`src/rtl/rr_mux4to1_if.sv`:
```
// Handshake bundle for the 4-to-1 round-robin multiplexer: four producer
// lanes in, one tagged consumer lane out.
interface rr_mux4to1_if #(
    parameter int DATA_W = 8
);
    logic [3:0]          in_valid;
    logic [4*DATA_W-1:0] in_data;
    logic [3:0]          in_ready;
    logic                out_valid;
    logic [DATA_W-1:0]   out_data;
    logic [1:0]          out_sel;
    logic                out_ready;

    // Producer/consumer side drives the requests and the downstream ready.
    modport master (
        output in_valid, in_data, out_ready,
        input  in_ready, out_valid, out_data, out_sel
    );

    // The multiplexer itself.
    modport slave (
        input  in_valid, in_data, out_ready,
        output in_ready, out_valid, out_data, out_sel
    );
endinterface

```
`src/rtl/rr_mux4to1.sv`:
```
// Round-robin 4-to-1 multiplexer with a single registered output stage;
// each output word carries the index of the channel it came from.
module rr_mux4to1 #(
    parameter int DATA_W = 8
) (
    input  logic         clk,
    input  logic         rst_n,
    rr_mux4to1_if.slave  bus
);
    typedef enum logic {
        EMPTY = 1'b0,
        FULL  = 1'b1
    } state_t;

    state_t              state;
    logic                valid_reg;
    logic [DATA_W-1:0]   data_reg;
    logic [1:0]          sel_reg;
    logic [1:0]          ptr;

    logic [DATA_W-1:0]   words [4];
    logic [1:0]          grant;
    logic [1:0]          idx;
    logic                grant_valid;
    logic                load;

    for (genvar k = 0; k < 4; k++) begin : g_words
        assign words[k] = bus.in_data[k*DATA_W +: DATA_W];
    end

    // Scan from the farthest offset down so the channel nearest ptr wins.
    always_comb begin
        grant       = 2'd0;
        grant_valid = 1'b0;
        idx         = 2'd0;
        for (int i = 3; i >= 0; i--) begin
            idx = ptr + 2'(i);
            if (bus.in_valid[idx]) begin
                grant       = idx;
                grant_valid = 1'b1;
            end
        end
    end

    assign load = (state == EMPTY) | (valid_reg & bus.out_ready);

    // Gated by rst_n so no producer sees an accept while reset is held.
    assign bus.in_ready = (rst_n && load && grant_valid) ? (4'b0001 << grant) : 4'b0000;

    // Output register stage
    always_ff @(posedge clk or negedge rst_n) begin
        if (!rst_n) begin
            state     <= EMPTY;
            valid_reg <= 1'b0;
            data_reg  <= '0;
            sel_reg   <= 2'd0;
            ptr       <= 2'd0;
        end else begin
            case (state)
                EMPTY: begin
                    if (grant_valid) begin
                        state     <= FULL;
                        valid_reg <= 1'b1;
                        data_reg  <= words[grant];
                        sel_reg   <= grant;
                        ptr       <= grant + 2'd1;
                    end
                end
                FULL: begin
                    if (bus.out_ready) begin
                        if (grant_valid) begin
                            data_reg <= words[grant];
                            sel_reg  <= grant;
                            ptr      <= grant + 2'd1;
                        end else begin
                            // Drained with nothing to replace it: data/sel keep their last values.
                            state     <= EMPTY;
                            valid_reg <= 1'b0;
                        end
                    end
                end
                default: begin
                    state     <= EMPTY;
                    valid_reg <= 1'b0;
                end
            endcase
        end
    end

    assign bus.out_valid = valid_reg;
    assign bus.out_data  = data_reg;
    assign bus.out_sel   = sel_reg;
endmodule

```
`src/flat_wrapper.sv`:
```
// flat-port wrapper written by rule: the top's interface ports become plain ports
module rr_mux4to1_flat 
#(
    parameter int DATA_W = 8
)
  (clk, rst_n, bus_in_valid, bus_in_data, bus_out_ready, bus_in_ready, bus_out_valid, bus_out_data, bus_out_sel);
  rr_mux4to1_if #(.DATA_W(DATA_W)) bus_i ();
  input  logic clk;
  input  logic rst_n;
  input wire logic [$bits(bus_i.in_valid)-1:0] bus_in_valid;
  input wire logic [$bits(bus_i.in_data)-1:0] bus_in_data;
  input wire logic [$bits(bus_i.out_ready)-1:0] bus_out_ready;
  output wire logic [$bits(bus_i.in_ready)-1:0] bus_in_ready;
  output wire logic [$bits(bus_i.out_valid)-1:0] bus_out_valid;
  output wire logic [$bits(bus_i.out_data)-1:0] bus_out_data;
  output wire logic [$bits(bus_i.out_sel)-1:0] bus_out_sel;
  assign bus_i.in_valid = bus_in_valid;
  assign bus_i.in_data = bus_in_data;
  assign bus_i.out_ready = bus_out_ready;
  assign bus_in_ready = bus_i.in_ready;
  assign bus_out_valid = bus_i.out_valid;
  assign bus_out_data = bus_i.out_data;
  assign bus_out_sel = bus_i.out_sel;
  rr_mux4to1 #(.DATA_W(DATA_W)) u_core (.clk(clk), .rst_n(rst_n), .bus(bus_i));
endmodule
```
`config.mk`:
```
export PLATFORM = sky130hd
export DESIGN_NAME = rr_mux4to1_flat
export DESIGN_NICKNAME = d
export VERILOG_FILES = /design/src/rtl/rr_mux4to1_if.sv /design/src/rtl/rr_mux4to1.sv /design/src/flat_wrapper.sv
export SDC_FILE = /design/constraint.sdc
export NUM_CORES = 1
export LEC_CHECK = 0
export BUFFER_PORTS_ARGS = -buffer_cell sky130_fd_sc_hd__buf_2
export CAP_MARGIN = 25
export CORE_AREA = 5 5 52 66
export CTS_BUF_LIST = sky130_fd_sc_hd__clkbuf_2 sky130_fd_sc_hd__clkbuf_4 sky130_fd_sc_hd__clkbuf_8
export DETAILED_ROUTE_END_ITERATION = 8
export DIE_AREA = 0 0 57 71
export GPL_TIMING_DRIVEN = 0
export PLACE_DENSITY = 0.61
export SLEW_MARGIN = 20
export SYNTH_ARGS = -nofsm -noshare
export SYNTH_HDL_FRONTEND = slang
export SYNTH_SLANG_ARGS = --single-unit
```
`constraint.sdc`:
```
create_clock -name clk -period 2.5 [get_ports clk]
set_input_delay 0.25 -clock clk [delete_from_list [all_inputs] [get_ports clk]]
set_output_delay 0.25 -clock clk [all_outputs]
set_load 0.02 [all_outputs]
```
Word-level counts from Yosys, hierarchy flattened

Index checks and enable logic that the tools add are counted.

Memories kept: 0
Bits in registers: 14
RAM bits: 0
Latch bits: 0
Bits of input ports: 39
Logic and storage cells: 61
Bits in read-only memories: 0
Output and inout bits: 15

Bitwise gates (word level): 4
Equality and inequality tests: 3
Divide/modulo/power cells: 0
Shifts and indexed selects: 1
Reduce and logical (&&, ||, !) cells: 3
$mul: 0
Multiplexer cells: 36
Add/subtract/negate cells: 4
$lt $le $gt $ge: 5

Operators with widths:

| operator              | number |
|---|---|
| $mux W8               | 4 |
| $bmux W8 S2           | 1 |
| $mux W2               | 8 |
| $pmux W8 S2           | 1 |
| $mux W1               | 13 |
| $lt A2 B3 Y1 const B  | 4 |
| $bmux W1 S2           | 4 |
| $pmux W2 S2           | 2 |
| $add A2 B1 Y2 const B | 2 |
| $add A2 B2 Y2 const B | 2 |
| $mux W4               | 1 |
| $ne A2 B2 Y1 const B  | 2 |
| $pmux W1 S2           | 2 |
| $shl A1 B2 Y4 const A | 1 |
| $ge A3 B3 Y1 const B  | 1 |
| $not A2 Y3            | 1 |
| $reduce_and A3 Y1     | 1 |
| $logic_and A1 B1 Y1   | 2 |
| $ne A2 B1 Y1 const B  | 1 |
| $and A1 B1 Y1         | 1 |
| $not A1 Y1            | 1 |
| $or A1 B1 Y1          | 1 |

Logic depth before layout (Yosys ltp)

Depth after elaboration: 14
Mapped depth: 6
Mapped depth without buffers: 5

Worst setup path after synthesis

OpenSTA, ideal clock, no wires.

Path type: register to output
Start: register u_core.ptr[1]
End: output bus_in_ready[3]
Arrival: 1.860 ns
Data required time: 2.250 ns
Stages on the path, launching flop included: 6
Path slack: 0.390 ns
Cells stage by stage: dfrtp_1 > mux2i_1 > a21oi_2 > nand2_1 > buf_6 > nor4_1

Word-level cells in the longest chain between the ends: 9
Elaborated cells between the ends (all ways): 22
Classes of those cells: add/sub: 3; shift: 1; mux: 17; reduce/logical: 1

Ends and longest elaborated chain:

| what                                                        | RTL line           | RTL |
|---|---|---|
| from (decl)                                                 | rr_mux4to1.sv:19   | `logic [1:0] ptr;` |
| from (signal assigned)                                      | rr_mux4to1.sv:66   | `ptr <= grant + 2'd1;` |
| from (signal assigned)                                      | rr_mux4to1.sv:74   | `ptr <= grant + 2'd1;` |
| $add A2 B2 Y2                                               | rr_mux4to1.sv:37   | `idx = ptr + 2'(i);` |
| $bmux W1 S2                                                 | rr_mux4to1.sv:38   | `if (bus.in_valid[idx]) begin` |
| $mux W1 (implied by the code)                               | rr_mux4to1.sv:38   |  |
| $mux W2 / $mux W1 (equally long branches) (4 in series)     | rr_mux4to1.sv:38   |  |
| $shl A1 B2 Y4 / $logic_and A1 B1 Y1 (equally long branches) | rr_mux4to1.sv:48   | `assign bus.in_ready = (rst_n && load && grant_valid) ? (4'b0001 << grant) : 4'b0000;` |
| $mux W4 *                                                   | rr_mux4to1.sv:48   |  |
| to (decl)                                                   | flat_wrapper.sv:13 | `output wire logic [$bits(bus_i.in_ready)-1:0] bus_in_ready;` |

Every way passes the cells marked *; elsewhere a longest branch is shown, timed or not. The select of a mux whose other input is x is not followed.

Final worst setup path

Same ends and word-level chain as after synthesis.

==> impl_metrics.csv <==
group,metric,value,unit
status,status,"finished clean",
cells_and_area,final_cells,192,
sta,hold_viol,0,
die,rows,22,
job,max-cap-violations,0,
cells_and_area,area_growth,38.4,%
global_route,grt_max_degree,16,
sta,worst_slew_pin_slew,0.497,ns
setup_path,cp_data_required_time,2.25,ns
cells_and_area,finalNetCount,197,
die,fp.dieH,71,um
route,drcViolationCount,0,
cts,postCtsSetupBuffers,0,
cts,root_buffer,"clkbuf_4",
sta,timing.setup.tns,0,ns
synth,netlist_area,913,um^2
power_and_ir_drop,vdd_drop_max,0.328,mV
placement,dpl.cell_count,188,
cts,worstSkewPairLatency,0.27,ns
die,fp.dieArea,4050,um^2
placement,dp_hpwl,2130,um
setup_path,endpoint_kind,"output port",
cts,cts.sinks,14,
global_route,antenna_found_initial,0,
sta,finalMaxSlewViolations,0,
synth,yosysWarningCount,0,
power_and_ir_drop,powerDensity,757,nW/um^2
route,dr.pass1.iters,3,
setup_path,arrival,2.06,ns
sta,finalSetupViolCount,0,
global_route,grt-ovfl-total,0,
cts,clock_path_buffers,2,
synth,avgSynthCellArea,9.23,um^2
setup_path,crit_type,"flip-flop to output port",
placement,gp_congestion,0.756,
placement,place_area,1220,um^2
cells_and_area,design_area,1260,um^2
route,viasPerCell,5.18,
global_route,first_global_vias,998,
sta,post-route-period-util,0.925,
cts,clk_pin_slew,0.08,ns
sta,whs,0.245,ns
cts,numCtsBuffers,3,
synth,synth_cell_type_count,25,
route,drt_wl_total,2660,um
worst_hold_path,min_path_type,"input port to flip-flop",
sta,finalCriticalPeriod,2.31,ns
sta,rsz0062_at_grt,"false",
route,drtIter0Drc,14,
cts,htree_num_levels,1,
cts,cts_tree,"yes",
die,fp.coreArea,2810,um^2
global_route,grt_use_total,0.129,
power_and_ir_drop,power.leakage,0.615,nW
synth,synth_fp_nets,138,
synth,synthTopCellsByArea,"dfrtp_1, mux2i_1, a2111oi_0, a211oi_1, a21boi_0",
setup_path,cp-start-kind,"flip-flop",
synth,syn-instance-count,99,
sta,slew_headroom,0.669,
die,io_pins,54,
cells_and_area,fin_util,0.450,
route,wire_per_inst,13.8,um
global_route,grt_pass1_wl,4280,um
synth,synth_top_area_share,0.384,
synth,yosysTopAreaCell,"dfrtp_1",
die,fp.dieW,57,um
route,vias,995,
cells_and_area,n_antenna_cell,0,
route,ant_nets,0,
sta,clock_skew,0.00269,ns
sta,fmax,0.433,GHz
synth,ys_seq_area_frac,0.384,
setup_path,cp_max_fo,10,
placement,port_buffers,53,
die,start_util,0.325,
synth,ys_ff_latch,14,
cells_and_area,drive_above_1_share,0.410,
==> layout make-up <==
type / instances / area (um^2)
flip-flops and latches: 14 / 350
well taps: 36 / 45.0
fillers: 300 / 1540
inverters: 3 / 11.3
repair buffers: 54 / 275
clock buffers: 3 / 22.5
plain buffers: 6 / 45.0
multi-input cells: 76 / 514
==> where the power goes <==
| group | leakage [nW] | total, W | internal, W | switching (W) |
|---|---|---|---|---|
| registers | 0.158 | 0.000350 | 0.000298 | 0.0000517 |
| logic | 0.444 | 0.000481 | 0.000199 | 0.000283 |
| clock network | 0.0138 | 0.000125 | 0.0000557 | 0.0000691 |
==> kinds of logic (layout without fill, tap and decap cells) <==
kind of cell,count (synthesis),in the layout,synth area share
AOI/OAI and AO/OA,38,38,0.296
and+or+nand+nor,28,28,0.151
buffers and inverters,9,66,0.0616
DFF,14,14,0.384
xor gates and xnor gates,1,1,0.00959
muxes,9,9,0.0986
==> cell usage after synthesis <==
library cell,count
and3_2,1
a21oi_2,1
mux2i_1,9
nand2_1,8
a21o_1,1
and2_4,1
a2111oi_0,8
o21a_1,1
a21oi_1,5
clkbuf_1,2
and2_1,1
o21ai_0,5
buf_4,2
a211oi_1,8
and3_1,1
nor2_1,11
buf_6,2
o22ai_1,1
xnor2_1,1
a21boi_0,8
nor4_1,3
or4_4,1
inv_1,3
nor3b_1,1
dfrtp_1,14
==> repair_timing <==
item	CTS	global route
endpoints found under the hold margin	14	0
endpoints found under the setup margin	0	1
hold buffers	1	0
gates resized for setup	0	1
==> flip-flops by register name (all words and copies together) (netlist names) <==
| signal | count |
|---|---|
| u_core.bus.out_data | 8 |
| u_core.bus.out_sel | 2 |
| u_core.ptr | 2 |
| u_core.bus.out_valid | 1 |
| u_core.state | 1 |
==> cell usage in the layout, fill, tap and decap left out <==
master | synthesis | routed
and3_1 | 1 | 1
a211oi_1 | 8 | 8
dlygate4sd3_1 | 0 | 1
or4_4 | 1 | 1
nand2_1 | 8 | 8
o21ai_0 | 5 | 5
clkbuf_4 | 0 | 3
dfrtp_1 | 14 | 14
and2_4 | 1 | 1
mux2i_1 | 9 | 9
a21boi_0 | 8 | 8
nor2_1 | 11 | 11
buf_6 | 2 | 2
xnor2_1 | 1 | 1
a21o_1 | 1 | 1
and3_2 | 1 | 1
clkbuf_1 | 2 | 2
buf_2 | 0 | 53
buf_4 | 2 | 2
a21oi_1 | 5 | 5
nor4_1 | 3 | 3
and2_1 | 1 | 1
a21oi_4 | 0 | 1
o21a_1 | 1 | 1
inv_1 | 3 | 3
a2111oi_0 | 8 | 8
nor3b_1 | 1 | 1
o22ai_1 | 1 | 1
==> per-stage QoR <==
step / power (W) / setup WS, ns
after floorplan: 0.000668 / 0.390
after global placement: 0.000821 / 0.474
after detailed placement: 0.000835 / 0.412
after CTS: 0.000963 / 0.0907
after global routing: 0.00103 / 0.0142
final: 0.000956 / 0.188
==> path summary, 6_finish.rpt <==
kind                                        from  cells after the start  slack (ns)                endpoint
max                                u_core.ptr[1]                      6        0.19         bus_in_ready[3]
min                              bus_in_valid[3]                      3        0.25            u_core.state
max reg2reg                        u_core.ptr[1]                      6        0.58  u_core.bus.out_data[2]
min reg2reg                u_core.bus.out_sel[1]                      2        0.48   u_core.bus.out_sel[1]
max in group asynchronous                  rst_n                      2        1.85  u_core.bus.out_data[5]
min in group asynchronous                  rst_n                      2        0.40  u_core.bus.out_data[2]
==> routing by layer <==
| metal | part of all wire | wire, um | GRT usage | up-vias |
|---|---|---|---|---|
| li1 | - | - | - | 488 |
| met5 | 0 | 0 | 0 | - |
| met2 | 0.48 | 1280 | 0.210 | 36 |
| met4 | 0.021 | 57 | 0.0644 | 0 |
| met1 | 0.41 | 1100 | 0.153 | 465 |
| met3 | 0.082 | 217 | 0.0383 | 6 |
==> critical path: stages, from the launching register on <==
cell and delay, ns:
dfrtp_1 0.46, mux2i_1 0.19, a21oi_4 0.29, nand2_1 0.18, buf_6 0.20, nor4_1 0.26
buf_2 0.21
No activity file was read; power rests on OpenSTA's default activity.
